**config.mk**
```make
export PLATFORM = sky130hd
export DESIGN_NAME = subseq_frame_feeder
export DESIGN_NICKNAME = d
export VERILOG_FILES = /design/src/rtl/subseq_pkg.sv /design/src/rtl/subseq_frame_feeder_fifo.sv /design/src/rtl/subseq_frame_feeder.sv
export SDC_FILE = /design/constraint.sdc
export NUM_CORES = 1
export LEC_CHECK = 0
export CAP_MARGIN = 25
export CORE_MARGIN = 4
export CORE_UTILIZATION = 53
export DETAILED_ROUTE_END_ITERATION = 8
export GPL_TIMING_DRIVEN = 0
export PLACE_DENSITY_LB_ADDON = 0.25
export RECOVER_POWER = 100
export SYNTH_ARGS = -nofsm -noshare
export SYNTH_HDL_FRONTEND = slang
export SYNTH_SLANG_ARGS = --single-unit
```
**constraint.sdc**
```tcl
create_clock -name clk -period 2.4 [get_ports clk]
set_input_delay 0.48 -clock clk [delete_from_list [all_inputs] [get_ports clk]]
set_output_delay 0.48 -clock clk [all_outputs]
set_load 0.01 [all_outputs]
```
**src/rtl/subseq_pkg.sv**
```systemverilog
// Shared definitions for the max-subsequence-sum engine and its frame feeder.
package subseq_pkg;

  localparam int unsigned DATA_W     = 8;
  localparam int unsigned FRAME_LEN  = 8;
  localparam int unsigned FIFO_DEPTH = 16;
  localparam int unsigned TIMEOUT    = 200;

  typedef enum logic [1:0] {
    IDLE = 2'd0,
    SEND = 2'd1,
    WAIT = 2'd2
  } state_t;

endpackage

```
**src/rtl/subseq_frame_feeder_fifo.sv**
```systemverilog
// Synchronous FIFO with registered pointers and occupancy; no pop-through.
module sync_fifo #(
  parameter int unsigned DATA_W = 8,
  parameter int unsigned DEPTH  = 16
) (
  input  logic                       clk,
  input  logic                       rst,
  input  logic                       push,
  input  logic [DATA_W-1:0]          push_data,
  input  logic                       pop,
  output logic [DATA_W-1:0]          pop_data,
  output logic                       full,
  output logic                       empty,
  output logic [$clog2(DEPTH):0]     level
);

  localparam int unsigned PTR_W = $clog2(DEPTH);
  localparam int unsigned LVL_W = PTR_W + 1;

  logic [DATA_W-1:0] mem [DEPTH];
  logic [PTR_W-1:0]  wr_ptr;
  logic [PTR_W-1:0]  rd_ptr;
  logic              do_push;
  logic              do_pop;

  assign full     = (level == LVL_W'(DEPTH));
  assign empty    = (level == '0);
  assign do_push  = push && !full;
  assign do_pop   = pop && !empty;
  assign pop_data = mem[rd_ptr];

  // Pointer and occupancy tracking; pointers wrap naturally since DEPTH is a power of 2.
  always_ff @(posedge clk) begin
    if (rst) begin
      wr_ptr <= '0;
      rd_ptr <= '0;
      level  <= '0;
    end else begin
      if (do_push) wr_ptr <= wr_ptr + PTR_W'(1);
      if (do_pop)  rd_ptr <= rd_ptr + PTR_W'(1);
      case ({do_push, do_pop})
        2'b10:   level <= level + LVL_W'(1);
        2'b01:   level <= level - LVL_W'(1);
        default: level <= level;
      endcase
    end
  end

  // Storage write; contents need no reset since occupancy gates every read.
  always_ff @(posedge clk) begin
    if (do_push) mem[wr_ptr] <= push_data;
  end

endmodule

```
**src/rtl/subseq_frame_feeder.sv**
```systemverilog
// Buffers a sample stream and issues FRAME_LEN-sample frames to the
// subsequence-sum engine, one frame in flight, with a completion watchdog.
module subseq_frame_feeder #(
  parameter int unsigned DATA_W     = subseq_pkg::DATA_W,
  parameter int unsigned FRAME_LEN  = subseq_pkg::FRAME_LEN,
  parameter int unsigned FIFO_DEPTH = subseq_pkg::FIFO_DEPTH,
  parameter int unsigned TIMEOUT    = subseq_pkg::TIMEOUT
) (
  input  logic                          clk,
  input  logic                          rst,
  input  logic                          in_valid,
  input  logic [DATA_W-1:0]             in_data,
  output logic                          in_ready,
  output logic                          frame_valid,
  output logic [DATA_W-1:0]             frame_data,
  input  logic                          done_in,
  output logic [15:0]                   frame_count,
  output logic                          timeout_err,
  output logic [$clog2(FIFO_DEPTH):0]   fifo_level
);

  import subseq_pkg::*;

  localparam int unsigned CNT_W = $clog2(FRAME_LEN) + 1;
  localparam int unsigned TMR_W = $clog2(TIMEOUT) + 1;
  localparam int unsigned LVL_W = $clog2(FIFO_DEPTH) + 1;

  state_t             state;
  state_t             state_nx;
  logic [CNT_W-1:0]   cnt;
  logic [CNT_W-1:0]   cnt_nx;
  logic [TMR_W-1:0]   timer;
  logic [TMR_W-1:0]   timer_nx;
  logic               pop;
  logic               count_inc;
  logic               err_set;
  logic               full;
  logic               empty;
  logic [DATA_W-1:0]  head;
  logic [LVL_W-1:0]   level;

  assign in_ready   = !full;
  assign fifo_level = level;

  sync_fifo #(
    .DATA_W (DATA_W),
    .DEPTH  (FIFO_DEPTH)
  ) u_fifo (
    .clk       (clk),
    .rst       (rst),
    .push      (in_valid),
    .push_data (in_data),
    .pop       (pop),
    .pop_data  (head),
    .full      (full),
    .empty     (empty),
    .level     (level)
  );

  // Next-state logic. The first sample is popped on the same edge that
  // leaves IDLE so frame_valid rises the cycle after the level check;
  // cnt therefore counts samples already popped rather than starting at 0.
  always_comb begin
    state_nx  = state;
    cnt_nx    = cnt;
    timer_nx  = timer;
    pop       = 1'b0;
    count_inc = 1'b0;
    err_set   = 1'b0;
    case (state)
      IDLE: begin
        if (level >= LVL_W'(FRAME_LEN) && !empty) begin
          pop      = 1'b1;
          cnt_nx   = CNT_W'(1);
          state_nx = SEND;
        end
      end
      SEND: begin
        if (cnt == CNT_W'(FRAME_LEN)) begin
          timer_nx = '0;
          state_nx = WAIT;
        end else begin
          pop    = 1'b1;
          cnt_nx = cnt + CNT_W'(1);
        end
      end
      WAIT: begin
        if (done_in) begin
          count_inc = 1'b1;
          state_nx  = IDLE;
        end else if (timer == TMR_W'(TIMEOUT - 1)) begin
          err_set  = 1'b1;
          state_nx = IDLE;
        end else begin
          timer_nx = timer + TMR_W'(1);
        end
      end
      default: state_nx = IDLE;
    endcase
  end

  // State, counters and registered engine-side outputs.
  always_ff @(posedge clk) begin
    if (rst) begin
      state       <= IDLE;
      cnt         <= '0;
      timer       <= '0;
      frame_valid <= 1'b0;
      frame_data  <= '0;
      frame_count <= '0;
      timeout_err <= 1'b0;
    end else begin
      state       <= state_nx;
      cnt         <= cnt_nx;
      timer       <= timer_nx;
      frame_valid <= pop;
      frame_data  <= pop ? head : '0;
      if (count_inc) frame_count <= frame_count + 16'd1;
      if (err_set)   timeout_err <= 1'b1;
    end
  end

endmodule

```
==> qor.csv, run 1 <==
metric;value;unit
vias;4440;
die_y;127;um
synth.area.mux_share;12.9;%
status;finished, violations left;
antenna_found_initial;0;
crit_path_max_fanout;5;
grt_pass1_vias;4384;
hold_viol_final;0;
regArea;4940;um^2
worstMarginPinSlew;0.912;ns
synth_compound_gate_area_share;4.74;%
syn_to_final_growth;20.3;%
fin_nets;594;
critical_path_class;register to register;
clockBufferDepth;2;
synthAdderAreaFrac;2.45;%
core;13800;um^2
slowest_delay;0.57;ns
die_x;127;um
rsz0062_at_grt;true;
dpl-instance-area;8180;um^2
portBuffers;43;
diodes;0;
synth_flop_cell;edfxtp_1;
slew_violations;0;
synth_top_family_by_area;multiplexers;
ys_ff_latch;182;
synth_common_cells;128 x edfxtp_1, 54 x dfxtp_1, 44 x nor2_1, 32 x mux4_2, 20 x mux2i_1;
routabilityCongestion;0.804;
async_flop_share;0;%
synth_cell_type_count;56;
peakVddDrop;585;uV
skew;0.0143;ns
required;2.76;ns
fin_ws;-0.0996;ns
cts_tree;built;
min_period;2.50;ns
grt_pass1_wl;24300;um
setup_violations;2;
drt_iter0_markers;441;
synth_area_leaders;edfxtp_1 52%, dfxtp_1 15%, mux4_2 9.7%;
boundaryPins;44;
clk_pin_slew;0.07;ns
fmax;0.400;GHz
grtUsageTotal;20.1;%
slew_headroom;39.0;%
synth_edf_count;128;
syn_avg_cell_area;15.3;um^2
ys_seq_area_share;66.1;%
cp-start-kind;register;
grt_max_degree;19;
final_util;64.8;%
synthCells;488;
vias_per_cell;5.83;
cts_buffers;17;
n_fill_cell;939;
cts_root_buf;clkbuf_16;
netlist.area_leader.share;51.6;%
hold_class;register to register;
synthMostInstantiatedCell;edfxtp_1;
violations;negative setup slack;
firstDrtPassIters;7;
p_per_area;711;nW/um^2
drive_gt1_share;22.5;%
finalInstanceArea;8960;um^2
yosysWarnings;0;
synth_largest_area_cell;edfxtp_1;
synthSimpleGateAreaFrac;9.77;%
slowest_stage;or4_4;
htreeDepth;4;
routed_wl;15100;um
ant_nets;0;
dieArea;16000;um^2
path_cells;or4_4, nor2_4, nor2_4, ha_4, fa_2, nand3_2, a21oi_2, or4_4, a21oi_2;
endpoint_kind;register;
cellLeakagePower;2.98;nW
drv_cap;0;
synthXorXnorAreaFrac;2.35;%
syn_nets;514;
r2r_setup_slack;-0.1;ns
row_count;43;
arrival;2.86;ns
layout_worst_path_cycle_share;104;%
drc;0;
cts.sinks;182;
multiInputGateArea;2520;um^2
start_util;53.9;%
clock_latency;0.44;ns
avgRoutedWirePerCell;19.9;um
gr-total-overflow;0;
synth_area;7450;um^2
place_hpwl;9900;um
[cell usage in the layout (no fill, tap or decap), drive strengths merged, types with 5 or more instances in the layout]
master	count
a21oi	17
and3	7
buf	32
clkbuf	24
clkdlybuf4s50	35
clkinv	5
dfxtp	54
dlygate4sd3	8
edfxtp	128
ha	13
inv	16
mux2i	20
mux4	32
nand2	17
nand2b	5
nand3	10
nand4	7
nor2	44
nor3	11
o21ai	9
o22ai	8
or3	7
xnor2	6
xor2	14
[routing by layer]
metal | GRT usage (%) | wire length, um
met4 | 5.55 | 175
met2 | 32.3 | 7420
met5 | 0 | 0
met3 | 4.80 | 700
met1 | 27.7 | 6810
[power breakdown]
part / internal [mW] / switching, mW
sequential: 3.39 / 0.0143
clock: 1.48 / 1.26
combinational: 0.0886 / 0.130
total: 4.96 / 1.41
[what timing repair did]
action,4_1_cts,5_1_grt
buffers inserted,12,3
cloned,0,0
hold buffers,0,0
pin swaps,13,12
endpoints found under the setup margin,28,14
gates resized for setup,9,14
[final timing paths]
check                                     start               to  depth (start not counted)
worst min register to register         timer[8]         timer[8]                          2
worst max-delay path            u_fifo.level[1]  u_fifo.level[4]                          9
worst min-delay path                   timer[8]         timer[8]                          2
worst max register to register  u_fifo.level[1]  u_fifo.level[4]                          9
[metrics by stage]
| step | total power [mW] | setup WS (ns) | std cells | hold slack (ns) | setup TNS, ns |
|---|---|---|---|---|---|
| after floorplan | 3.57 | -0.0576 | 488 | 0.458 | -0.0576 |
| after global placement | 3.65 | -0.871 | 711 | 0.469 | -53.58 |
| after detailed placement | 3.67 | -0.726 | 715 | 0.481 | -42.23 |
| after CTS | 6.40 | -0.110 | 759 | 0.499 | -0.124 |
| after global routing | 6.57 | -0.165 | 761 | 0.543 | -0.292 |
| final | 6.37 | -0.0996 | 761 | 0.495 | -0.112 |
[flip-flops by register name (all words and copies together), names as in the netlist, 2 cells and up]
name	flops
timer	9
u_fifo.wr_ptr	4
u_fifo.mem	128
state	2
cnt	4
u_fifo.level	5
u_fifo.rd_ptr	4
frame_data	8
frame_count	16
[worst max-delay path: cells and delay by family, from the launching register on]
| kind | cells | cell delay, ns |
|---|---|---|
| AND/OR/NAND/NOR | 5 | 1.35 |
| adder cells (fa/ha/maj) | 2 | 0.56 |
| flip-flops | 1 | 0.36 |
| AO/OA/AOI/OAI | 2 | 0.19 |
[logic make-up (layout without fill, tap and decap cells)]
kind of cell	Yosys count	count (layout)
buf+inv	29	122
flops	182	182
xor+xnor	20	20
compound gates	53	53
simple gates	135	135
fa+ha+maj	14	14
mux	55	55
[cell type report]
class,count,share of cell area (%)
inverters,8,0.335
clock buffers,17,4.75
flip-flops and latches,182,55.1
repair buffers,62,6.37
multi-input cells,277,28.1
plain buffers,20,1.02
clock inverters,15,1.80
well taps,180,2.51
No activity file was read; power rests on OpenSTA's default activity.
==> inputs of run 2 (changes only) <==
--- a/config.mk
+++ b/config.mk
@@ -12,6 +12,7 @@
 export GPL_TIMING_DRIVEN = 0
 export PLACE_DENSITY_LB_ADDON = 0.25
 export RECOVER_POWER = 100
+export SLEW_MARGIN = 20
 export SYNTH_ARGS = -nofsm -noshare
 export SYNTH_HDL_FRONTEND = slang
 export SYNTH_SLANG_ARGS = --single-unit
==> run 2 against run 1 <==
The flow still finishes with violations (negative setup slack). Cell area shrank 0.21%. Worst hold slack lost 0.0082 ns. Sequential share of layout area grew 0.088 points. Highest routed layer unchanged. Total power grew 1.7%. Critical endpoint unchanged. Non-clock buffer count shrank 6.
==> qor.csv, run 2 (same netlist as run 1, synthesis figures left out) <==
metric;value;unit
status;finished, violations left;
violations;negative setup slack;
fmax;0.396;GHz
antenna_found_initial;0;
die_y;127;um
vias_per_cell;5.79;
grtUsageTotal;20.1;%
dieArea;16000;um^2
clk_pin_slew;0.07;ns
layout_common_cells;128 x edfxtp_1, 48 x dfxtp_1, 42 x nor2_1;
switchingPower;1.41;mW
cp-start-kind;register;
clock_latency;0.43;ns
largest_register_ffs;128;
drc;0;
reg_top3;u_fifo.mem: 128 flops, frame_count: 16 flops, timer: 9 flops;
instances_no_fill;755;
arrival;2.87;ns
row_count;43;
place_hpwl;9720;um
whs_endpoint;cnt[0];
syn_to_final_growth;20.1;%
routed_wl;15200;um
dp.cells;711;
reg2reg_to;u_fifo.level[4];
n_fill_cell;959;
cts.sinks;182;
portBuffers;43;
endpoint_kind;register;
grt_busiest_layer;met2;
hold_viol_final;0;
diodes;0;
grt_util_met1;27.4;%
hold_depth;1;
slew_headroom;38.1;%
drv_cap;0;
pwr-share-comb;3.3;%
grtUsageMet3;4.84;%
crit_path_max_fanout;5;
skew;0.0117;ns
grt_pass1_wl;24400;um
switching_share;21.8;%
htreeDepth;4;
peakVddDrop;654;uV
r2r_setup_slack;-0.12;ns
dp_slack;-0.711;ns
firstDrtPassIters;5;
grt_pass1_vias;4364;
min_period;2.52;ns
met2_usage;33.6;%
start_util;53.9;%
ant_nets;0;
final_common_cell;edfxtp_1;
largest_register;u_fifo.mem;
drive_gt1_share;21.4;%
p_clk_share;44.1;%
routabilityCongestion;0.804;
power.total;6.48;mW
cell_internal_pwr;5.07;mW
avgRoutedWirePerCell;20.1;um
die_x;127;um
hold_class;register to register;
timing.rr.start;u_fifo.level[0];
p_per_area;724;nW/um^2
core;13800;um^2
cellLeakagePower;2.98;nW
cts_root_buf;clkbuf_16;
required;2.75;ns
gr-total-overflow;0;
pwr-share-seq;52.5;%
vias;4369;
hold_start;cnt[0];
finalSetupTns;-0.142;ns
r2r_cells;9;
rsz0062_at_grt;true;
boundaryPins;44;
fin_ws;-0.124;ns
grt_max_degree;19;
worstMarginPinSlew;0.925;ns
cts_tree;built;
critical_path_class;register to register;
layout_worst_path_cycle_share;105;%
cts_buffers;17;
clockBufferDepth;2;
setup_violations;2;
fin_nets;588;
slew_violations;0;
drt_iter0_markers;435;
-- run 2: worst max-delay path by stage --
stage | depth (start not counted) | to | slack, ns | from
after CTS | 9 | u_fifo.level[4] | -0.11 | u_fifo.level[0]
after detailed placement | 9 | u_fifo.level[4] | -0.71 | in_valid
after global routing | 9 | u_fifo.level[4] | -0.19 | u_fifo.level[0]
after floorplan | 9 | u_fifo.level[4] | -0.06 | u_fifo.level[1]
final | 9 | u_fifo.level[4] | -0.12 | u_fifo.level[0]
after global placement | 4 | u_fifo.mem[0][3] | -0.87 | in_valid
-- run 2: cell type report --
cell class,count,area [um^2],area share (%)
buffer,20,91.3,1.02
clock inverter,15,184,2.06
inverter,8,30.0,0.336
timing repair buffer,56,528,5.90
tap,180,225,2.52
clock buffer,17,425,4.76
sequential,182,4940,55.2
multi-input combinational,277,2520,28.2
-- run 2: layer usage --
metal | up-vias | part of all wire (%)
met3 | 4 | 5.4
met2 | 108 | 51
met1 | 2224 | 43
li1 | 2033 | -
met5 | - | 0
met4 | 0 | 0.42
-- run 2: power by group through the flow --
stage | registers, mW | logic (mW) | clock network (mW)
6_report | 3.40 | 0.216 | 2.86
4_1_cts | 3.40 | 0.211 | 2.90
5_1_grt | 3.41 | 0.236 | 3.03
3_5_place_dp | 3.48 | 0.186 | 0
2_1_floorplan | 3.48 | 0.0925 | 0
3_3_place_gp | 3.48 | 0.177 | 0
-- run 2: per-stage QoR --
step | utilization, % | area [um^2] | hold WS (ns)
final | 64.7 | 8940 | 0.487
after global routing | 64.7 | 8940 | 0.515
after CTS | 64.5 | 8920 | 0.506
after detailed placement | 59.1 | 8180 | 0.492
after global placement | 59.0 | 8160 | 0.469
after floorplan | - | 7500 | 0.458
-- run 2: timing repair --
| action | 4_1_cts | 5_1_grt |
|---|---|---|
| resized for setup | 9 | 8 |
| buffers inserted | 12 | 1 |
| hold buffers | 0 | 0 |
| endpoints found under the setup margin | 39 | 4 |
| pin swaps | 13 | 3 |
-- run 2: critical path: stages, from the launching register on --
cell and delay [ns]:
dfxtp_4 0.35, or4_4 0.57, nor2_4 0.14, nor2_4 0.06, ha_4 0.20, ha_4 0.28
nand3_2 0.07, and3_4 0.16, or4_1 0.47, a21oi_1 0.14
==> inputs of run 3 (changes only) <==
--- a/config.mk
+++ b/config.mk
@@ -5,6 +5,7 @@
 export SDC_FILE = /design/constraint.sdc
 export NUM_CORES = 1
 export LEC_CHECK = 0
+export ABC_CLOCK_PERIOD_IN_PS = 2400
 export CAP_MARGIN = 25
 export CORE_MARGIN = 4
 export CORE_UTILIZATION = 53
==> results of run 3 <==
No change in the layout: final DEF, timing and power equal those of run 2.
